## src/rtl/rgb_gray_pkg.sv

```systemverilog
// rgb_gray_pkg: shared mode encoding and luma constants for the rgb_gray_pipe slice.
package rgb_gray_pkg;
  typedef enum logic [1:0] {MODE_PASS, MODE_LUMA, MODE_AVG, MODE_THRESH} mode_e;
  // BT.601 weights and half-LSB rounding term, scaled for 8 fractional bits
  localparam logic [7:0] KR    = 8'd77;
  localparam logic [7:0] KG    = 8'd150;
  localparam logic [7:0] KB    = 8'd29;
  localparam logic [7:0] ROUND = 8'd128;
endpackage

```

## src/rtl/rgb_gray_stage.sv

```systemverilog
// rgb_gray_stage: stallable pipeline register carrying a valid bit and a payload.
module rgb_gray_stage #(
  parameter int W = 8
) (
  input  logic         iCLK,
  input  logic         iRST_n,
  input  logic         en_i,
  input  logic         valid_i,
  input  logic [W-1:0] data_i,
  output logic         valid_o,
  output logic [W-1:0] data_o
);
  logic         valid_q;
  logic [W-1:0] data_q;
  always_ff @(posedge iCLK or negedge iRST_n)
    if (!iRST_n) begin
      valid_q <= 1'b0;
      data_q  <= '0;
    end else if (en_i) begin
      valid_q <= valid_i;
      data_q  <= data_i;
    end
  assign valid_o = valid_q;
  assign data_o  = data_q;
endmodule

```

## src/rtl/rgb_gray_pipe.sv

```systemverilog
// rgb_gray_pipe: pipelined RGB-to-gray converter with valid/ready backpressure.
// Define RGB2GRAY_THRESH_EN to build the mode-3 binarisation comparator.
module rgb_gray_pipe
  import rgb_gray_pkg::*;
#(
  parameter int PIX_W  = 12,
  parameter int COEF_W = 8
) (
  input  logic             iCLK,
  input  logic             iRST_n,
  input  logic             iValid,
  output logic             oReady,
  input  logic [1:0]       iMode,
  input  logic [PIX_W-1:0] iThresh,
  input  logic [PIX_W-1:0] iRed,
  input  logic [PIX_W-1:0] iGreen,
  input  logic [PIX_W-1:0] iBlue,
  output logic             oValid,
  input  logic             iReady,
  output logic [PIX_W-1:0] oRed,
  output logic [PIX_W-1:0] oGreen,
  output logic [PIX_W-1:0] oBlue
);
  localparam int PW = PIX_W + COEF_W;
  localparam int SW = PW + 2;
  localparam int AW = PIX_W + 2;
  typedef struct packed {
    mode_e            mode;
`ifdef RGB2GRAY_THRESH_EN
    logic [PIX_W-1:0] thr;
`endif
    logic [PIX_W-1:0] r;
    logic [PIX_W-1:0] g;
    logic [PIX_W-1:0] b;
  } hdr_t;
  typedef struct packed {
    hdr_t          h;
    logic [PW-1:0] pr;
    logic [PW-1:0] pg;
    logic [PW-1:0] pb;
    logic [AW-1:0] avg;
  } s2_t;
  typedef struct packed {
    hdr_t          h;
    logic [SW-1:0] sum;
    logic [AW-1:0] avg;
  } s3_t;
  logic               en, v1, v2, v3, oValid_q;
  hdr_t               s1_d, s1_q;
  s2_t                s2_d, s2_q;
  s3_t                s3_d, s3_q;
  logic [SW-1:0]      luma_full;
  logic [PIX_W-1:0]   luma, avg, gray;
  logic [3*PIX_W-1:0] out_d, out_q;
  assign en     = !oValid_q || iReady;
  assign oReady = en;
  always_comb begin
    s1_d.mode = mode_e'(iMode);
`ifdef RGB2GRAY_THRESH_EN
    s1_d.thr  = iThresh;
`endif
    s1_d.r    = iRed;
    s1_d.g    = iGreen;
    s1_d.b    = iBlue;
  end
  rgb_gray_stage #(.W($bits(hdr_t))) u_s1 (
    .iCLK(iCLK), .iRST_n(iRST_n), .en_i(en),
    .valid_i(iValid), .data_i(s1_d), .valid_o(v1), .data_o(s1_q)
  );
  assign s2_d = '{
    h:   s1_q,
    pr:  PW'(s1_q.r) * PW'(KR),
    pg:  PW'(s1_q.g) * PW'(KG),
    pb:  PW'(s1_q.b) * PW'(KB),
    avg: AW'(s1_q.r) + (AW'(s1_q.g) << 1) + AW'(s1_q.b)
  };
  rgb_gray_stage #(.W($bits(s2_t))) u_s2 (
    .iCLK(iCLK), .iRST_n(iRST_n), .en_i(en),
    .valid_i(v1), .data_i(s2_d), .valid_o(v2), .data_o(s2_q)
  );
  assign s3_d = '{
    h:   s2_q.h,
    sum: SW'(s2_q.pr) + SW'(s2_q.pg) + SW'(s2_q.pb),
    avg: s2_q.avg
  };
  rgb_gray_stage #(.W($bits(s3_t))) u_s3 (
    .iCLK(iCLK), .iRST_n(iRST_n), .en_i(en),
    .valid_i(v2), .data_i(s3_d), .valid_o(v3), .data_o(s3_q)
  );
  assign luma_full = (s3_q.sum + SW'(ROUND)) >> COEF_W;
  assign luma      = |luma_full[SW-1:PIX_W] ? '1 : luma_full[PIX_W-1:0];
  assign avg       = PIX_W'((s3_q.avg + AW'(2)) >> 2);
`ifdef RGB2GRAY_THRESH_EN
  assign gray = s3_q.h.mode == MODE_THRESH ? (luma >= s3_q.h.thr ? '1 : '0) :
                s3_q.h.mode == MODE_AVG    ? avg : luma;
`else
  logic unused_thresh;
  assign unused_thresh = ^iThresh;
  assign gray = s3_q.h.mode == MODE_AVG ? avg : luma;
`endif
  assign out_d = s3_q.h.mode == MODE_PASS ? {s3_q.h.r, s3_q.h.g, s3_q.h.b} : {3{gray}};
  always_ff @(posedge iCLK or negedge iRST_n)
    if (!iRST_n) begin
      oValid_q <= 1'b0;
      out_q    <= '0;
    end else if (en) begin
      oValid_q <= v3;
      out_q    <= out_d;
    end
  assign oValid               = oValid_q;
  assign {oRed, oGreen, oBlue} = out_q;
endmodule

```

## config.mk

```make
export PLATFORM = sky130hd
export DESIGN_NAME = rgb_gray_pipe
export DESIGN_NICKNAME = d
export VERILOG_FILES = /design/src/rtl/rgb_gray_pkg.sv /design/src/rtl/rgb_gray_stage.sv /design/src/rtl/rgb_gray_pipe.sv
export SDC_FILE = /design/constraint.sdc
export NUM_CORES = 1
export LEC_CHECK = 0
export ABC_AREA = 1
export CAP_MARGIN = 10
export CORE_MARGIN = 4
export CORE_UTILIZATION = 50
export DETAILED_ROUTE_END_ITERATION = 8
export DONT_BUFFER_PORTS = 1
export PLACE_DENSITY = 0.71
export SYNTH_ARGS = -nofsm -noshare
export SYNTH_HDL_FRONTEND = slang
export SYNTH_SLANG_ARGS = --single-unit
```

## constraint.sdc

```tcl
create_clock -name iCLK -period 4.7 [get_ports iCLK]
set_input_delay 0.705 -clock iCLK [delete_from_list [all_inputs] [get_ports iCLK]]
set_output_delay 0.705 -clock iCLK [all_outputs]
set_load 0.05 [all_outputs]
```

==> flow_summary.ini, run 1 <==
[finish]
fin_nets = 2264
n_antenna_cell = 0
area_delta_synth_final_pct = 8.02
layout_common_cells = nand2_1 (515), inv_1 (259), dfrtp_1 (244)
ff_latch_area_sq_mm = 0.00611
final_common_cell = nand2_1
drive_gt1_frac = 0.0433
multi_input_area_sq_mm = 0.00914
num-fill-cells = 3035

[timing]
setup_viol = 0
maxSlewViolCount = 0
rsz0062_at_grt = false
hold_ws_ns = -0.132
setup_tns_ns = 0
fin_crit_ns = 3.85
fmax_mhz = 260
fin_skew_ns = 0.0205
slew_headroom = 0.342
hold_viol_final = 244
layout_worst_path_cycle_share = 0.818
tightest_slew_ns = 0.987

[outcome]
status = complete, but fails checks
violations = negative hold slack

[route]
drc = 0
routed_via_density = 5.36
wl_mm = 41.7
postRouteAntennaNets = 0
wire_per_inst_um = 17.2
dr.pass1.iters = 5
vias = 13000
drt_iter0_drc = 942

[critical_path]
required_ns = 5.14
cp_max_fo = 6
end_kind = flop
critPathArrivalTime_ns = 4.28
worstSetupPathType = flop to flop
r2r-start = u_s1.data_o[17]
crit_path_start_kind = flop
r2r_end = u_s2.data_o[51]
r2r_slack_ns = 0.85
worstRegToRegCells = 15

[yosys]
synth_warnings = 0
avgSynthCellArea_sq_um = 8.28
netlist_area_sq_mm = 0.0164
synthFlopType = dfrtp_1
async_reset_ff_frac = 1.00
synth-seq-cells = 244
yosys-top-cells-area = dfrtp_1 (37%), ha_1 (12%), nand2_1 (12%), fa_1 (9.5%), inv_1 (5.9%)
syn-num-nets = 2282
ys_seq_area_frac = 0.371
synth_top_area_cell = dfrtp_1
synth_edf_count = 0
yosysUniqueCellTypes = 40
synth_top_area_frac = 0.371
synthCells = 1986

[die]
die_x_um = 189
die_area_sq_mm = 0.0358
initial_core_util = 0.506
rows = 66
fp.dieH_um = 189
coreArea_sq_mm = 0.0325
io_pins = 92

[global_routing]
grt_first_pass_wirelength_mm = 68.1
grt.overflow.total = 0
grt_pass1_vias = 12700
grt_max_degree = 252
antenna_found_initial = 1
grt.total_usage = 0.237

[placement]
numPortBuffers = 0
place_hpwl_mm = 31.9
place_congestion = 0.937

[clocking]
htreeDepth = 1
post_cts_buffers = 0
insertion_delay_ns = 0.55
cts.clk_slew.worst_paths_ns = 0.06
post_cts_resized = 0
cts_tree = built
clock_path_buffers = 3
cts-buffers-inserted = 27
cts_root_buffer = clkbuf_16
clock_sinks = 244

[job]
drv_cap = 0

[hold_path]
hold_class = input port to async pin
[synth_stat cells (9+ instances only)]
cell type / count
nand2_1: 515
a31oi_1: 11
fa_1: 78
nor2_1: 102
xnor2_1: 17
inv_1: 260
nor3_1: 14
clkbuf_1: 50
nand3_1: 106
nand4_1: 12
nand3b_1: 9
o21ai_0: 163
dfrtp_1: 244
a21oi_1: 125
xor2_1: 24
or2_2: 11
o21ai_1: 21
ha_1: 164
[registers in the layout (all words and copies together) (netlist names)]
name,flops
oValid,1
out_q,36
u_s1.data_o,38
u_s1.valid_o,1
u_s2.data_o,101
u_s2.valid_o,1
u_s3.data_o,65
u_s3.valid_o,1
[logic make-up after synthesis]
family                   after synthesis  share of synthesized area
AND/OR/NAND/NOR                      784                      0.198
buffers and inverters                319                     0.0731
XOR/XNOR                              41                     0.0218
AO/OA/AOI/OAI                        356                      0.116
adder cells (fa/ha/maj)              242                      0.220
flip-flops                           244                      0.371
[worst max-delay path by stage]
stage	from	to	slack, ns	cells past startpoint
detailed placement	u_s1.data_o[29]	u_s2.data_o[67]	0.89	14
global route	u_s1.data_o[17]	u_s2.data_o[51]	0.65	15
finish	u_s1.data_o[17]	u_s2.data_o[51]	0.85	15
floorplan	u_s1.data_o[17]	u_s2.data_o[51]	1.28	15
global placement	u_s1.data_o[17]	u_s2.data_o[51]	0.91	15
CTS	u_s1.data_o[29]	u_s2.data_o[67]	0.88	14
[worst max-delay path, stage by stage, from the launching register on]
cell and delay, ns:
dfrtp_1 0.64, ha_1 0.32, ha_1 0.30, fa_1 0.53, inv_1 0.05, fa_1 0.49
inv_1 0.04, ha_1 0.38, nand2_1 0.11, nor2_1 0.23, nand3_1 0.09, or2_2 0.31
nand2_1 0.06, nand2_1 0.05, nand3_1 0.07, nand2_1 0.05
[cell type report]
cell class,instances,area share
repair buffers,10,0.00564
flip-flops and latches,244,0.344
inverters,262,0.0558
clock inverters,8,0.00500
well taps,442,0.0311
clock buffers,39,0.0440
multi-input cells,1423,0.515
[metal layers]
layer	part of all wire	wire length, um	track usage	vias up
li1	-	-	-	6394
met1	0.46	19000	0.344	6210
met2	0.46	19100	0.378	340
met3	0.057	2370	0.0321	67
met4	0.030	1230	0.0612	2
met5	0.00043	18	0	-
[through the flow]
stage,cells,utilization,cell area (sq um),hold slack (ns),setup slack (ns)
after floorplan,1986,-,16400,0.409,1.28
after global placement,2381,0.520,16900,0.414,0.913
after detailed placement,2381,0.520,16900,0.413,0.891
after CTS,2428,0.547,17800,-0.158,0.881
after global routing,2428,0.547,17800,-0.152,0.650
final,2428,0.547,17800,-0.132,0.854
Power of run 1 is not shown: default switching activity piles up to over one toggle a cycle in this logic, so the estimate is an artifact.
==> inputs of run 2 (changes only) <==
--- a/config.mk
+++ b/config.mk
@@ -11,7 +11,7 @@
 export CORE_UTILIZATION = 50
 export DETAILED_ROUTE_END_ITERATION = 8
 export DONT_BUFFER_PORTS = 1
-export PLACE_DENSITY = 0.71
+export PLACE_DENSITY = 0.74
 export SYNTH_ARGS = -nofsm -noshare
 export SYNTH_HDL_FRONTEND = slang
 export SYNTH_SLANG_ARGS = --single-unit
==> constraint.sdc (replaced) <==
create_clock -name iCLK -period 3.4 [get_ports iCLK]
set_input_delay 0.51 -clock iCLK [delete_from_list [all_inputs] [get_ports iCLK]]
set_output_delay 0.51 -clock iCLK [all_outputs]
set_load 0.05 [all_outputs]
==> flow_summary.ini, run 2 (same netlist as run 1, synthesis figures left out) <==
[finish]
n_antenna_cell = 0
area_delta_synth_final_pct = 16.8
layout_common_cells = nand2_1 (500), inv_1 (254), dfrtp_1 (235)
ff_latch_area_sq_mm = 0.00612
drive_gt1_frac = 0.139
fin_nets = 2362
largest_reg_flops = 101
final_common_cell = nand2_1
multi_input_area_sq_mm = 0.00976
stdcell_area_sq_mm = 0.0192
postLayoutCoreUtil = 0.592
num-fill-cells = 2825

[timing]
fin_crit_ns = 3.35
layout_worst_path_cycle_share = 0.985
hold_viol_final = 244
maxSlewViolCount = 0
setup_viol = 0
hold_ws_ns = -0.348
tightest_slew_ns = 1.00
fmax_mhz = 299
slew_headroom = 0.332
fin_skew_ns = 0.0182
setup_ws_ns = 0.0518
rsz0062_at_grt = true
setup_tns_ns = 0

[route]
dr.pass1.iters = 5
routed_via_density = 5.31
postRouteAntennaNets = 0
wire_per_inst_um = 17.7
drc = 0
vias = 13400
wl_mm = 44.7
drt_iter0_drc = 895

[critical_path]
r2r_end = u_s2.data_o[68]
cp_num_buf_inv = 3
critPathArrivalTime_ns = 3.74
required_ns = 3.79
worstRegToRegCells = 14
end_kind = flop
slowest_stage = fa_1
path_cells = ha_4 -> ha_1 -> inv_1 -> fa_1 -> inv_1 -> fa_1 -> ha_4 -> nand2_1 -> buf_4 -> nor2_4 -> nand3_1 -> nand4_1 -> xnor2_1 -> o21ai_1
cp.depth = 14
cp_max_fo = 4
crit_family = adder cells
worstSetupPathType = flop to flop
crit_path_start_kind = flop
r2r_slack_ns = 0.05
r2r-start = u_s1.data_o[28]
cpPeakStageDelay_ns = 0.55

[clocking]
cts.clk_slew.worst_paths_ns = 0.06
clock_path_buffers = 3
insertion_delay_ns = 0.55
cts_root_buffer = clkbuf_16
htreeDepth = 1
cts-buffers-inserted = 27
cts_tree = built
clock_sinks = 244

[outcome]
status = complete, but fails checks
violations = negative hold slack

[die]
fp.dieH_um = 189
io_pins = 92
die_x_um = 189
rows = 66
die_area_sq_mm = 0.0358
coreArea_sq_mm = 0.0325
initial_core_util = 0.506

[placement]
place_hpwl_mm = 33.4
numPortBuffers = 0
place_worst_setup_slack_ns = -0.166
placed_area_sq_mm = 0.0176
place_congestion = 0.945

[global_routing]
grt_first_pass_wirelength_mm = 69.8
met3_usage = 0.0437
grt-busiest-layer = met2
grt_pass1_vias = 13200
grt.met2_usage = 0.400
grt.overflow.total = 0
groute.layer.met1.usage = 0.340
grt.total_usage = 0.244
antenna_found_initial = 0
grt_max_degree = 252

[job]
drv_cap = 0

[hold_path]
hold_class = input port to async pin
[run 2: cell count changes in the layout (fill, tap and decap cells not counted), sizes merged]
cell | before | now
buf | 10 | 108
bufinv | 1 | 3
clkbuf | 39 | 38
clkinv | 4 | 6
[run 2: what timing repair did]
item,in CTS,in global routing
endpoints found under the hold margin,244,244
gates resized for setup,30,99
pin swaps,7,27
buffers inserted,2,8
endpoints found under the setup margin,23,29
[run 2: metrics by stage]
| stage | hold WS [ns] | std cells |
|---|---|---|
| floorplan | 0.214 | 1986 |
| global placement | 0.220 | 2469 |
| detailed placement | 0.218 | 2469 |
| CTS | -0.374 | 2521 |
| global route | -0.370 | 2529 |
| finish | -0.348 | 2529 |
[run 2: layout make-up]
cell class,count,share of cell area
inverter,262,0.0516
tap,442,0.0288
clock inverter,12,0.00815
clock buffer,38,0.0399
timing repair buffer,108,0.0444
sequential,244,0.319
multi-input combinational,1423,0.509
[run 2: how the worst max path moves through the flow]
| stage | start | end | slack, ns |
|---|---|---|---|
| 3_5_place_dp | u_s1.data_o[29] | u_s2.data_o[62] | -0.17 |
| 6_report | u_s1.data_o[28] | u_s2.data_o[68] | 0.05 |
| 3_3_place_gp | u_s1.data_o[29] | u_s2.data_o[70] | -0.1 |
| 4_1_cts | u_s1.data_o[29] | u_s2.data_o[68] | -0.05 |
| 5_1_grt | u_s1.data_o[28] | u_s2.data_o[68] | -0.05 |
| 2_1_floorplan | u_s1.data_o[17] | u_s2.data_o[51] | 0.002 |
[run 2: per-layer routing]
metal,vias up,part of all wire
met5,-,0
met4,0,0.031
met3,80,0.060
met2,308,0.47
met1,6456,0.44
li1,6587,-
Power of run 2 is left out for the same reason.
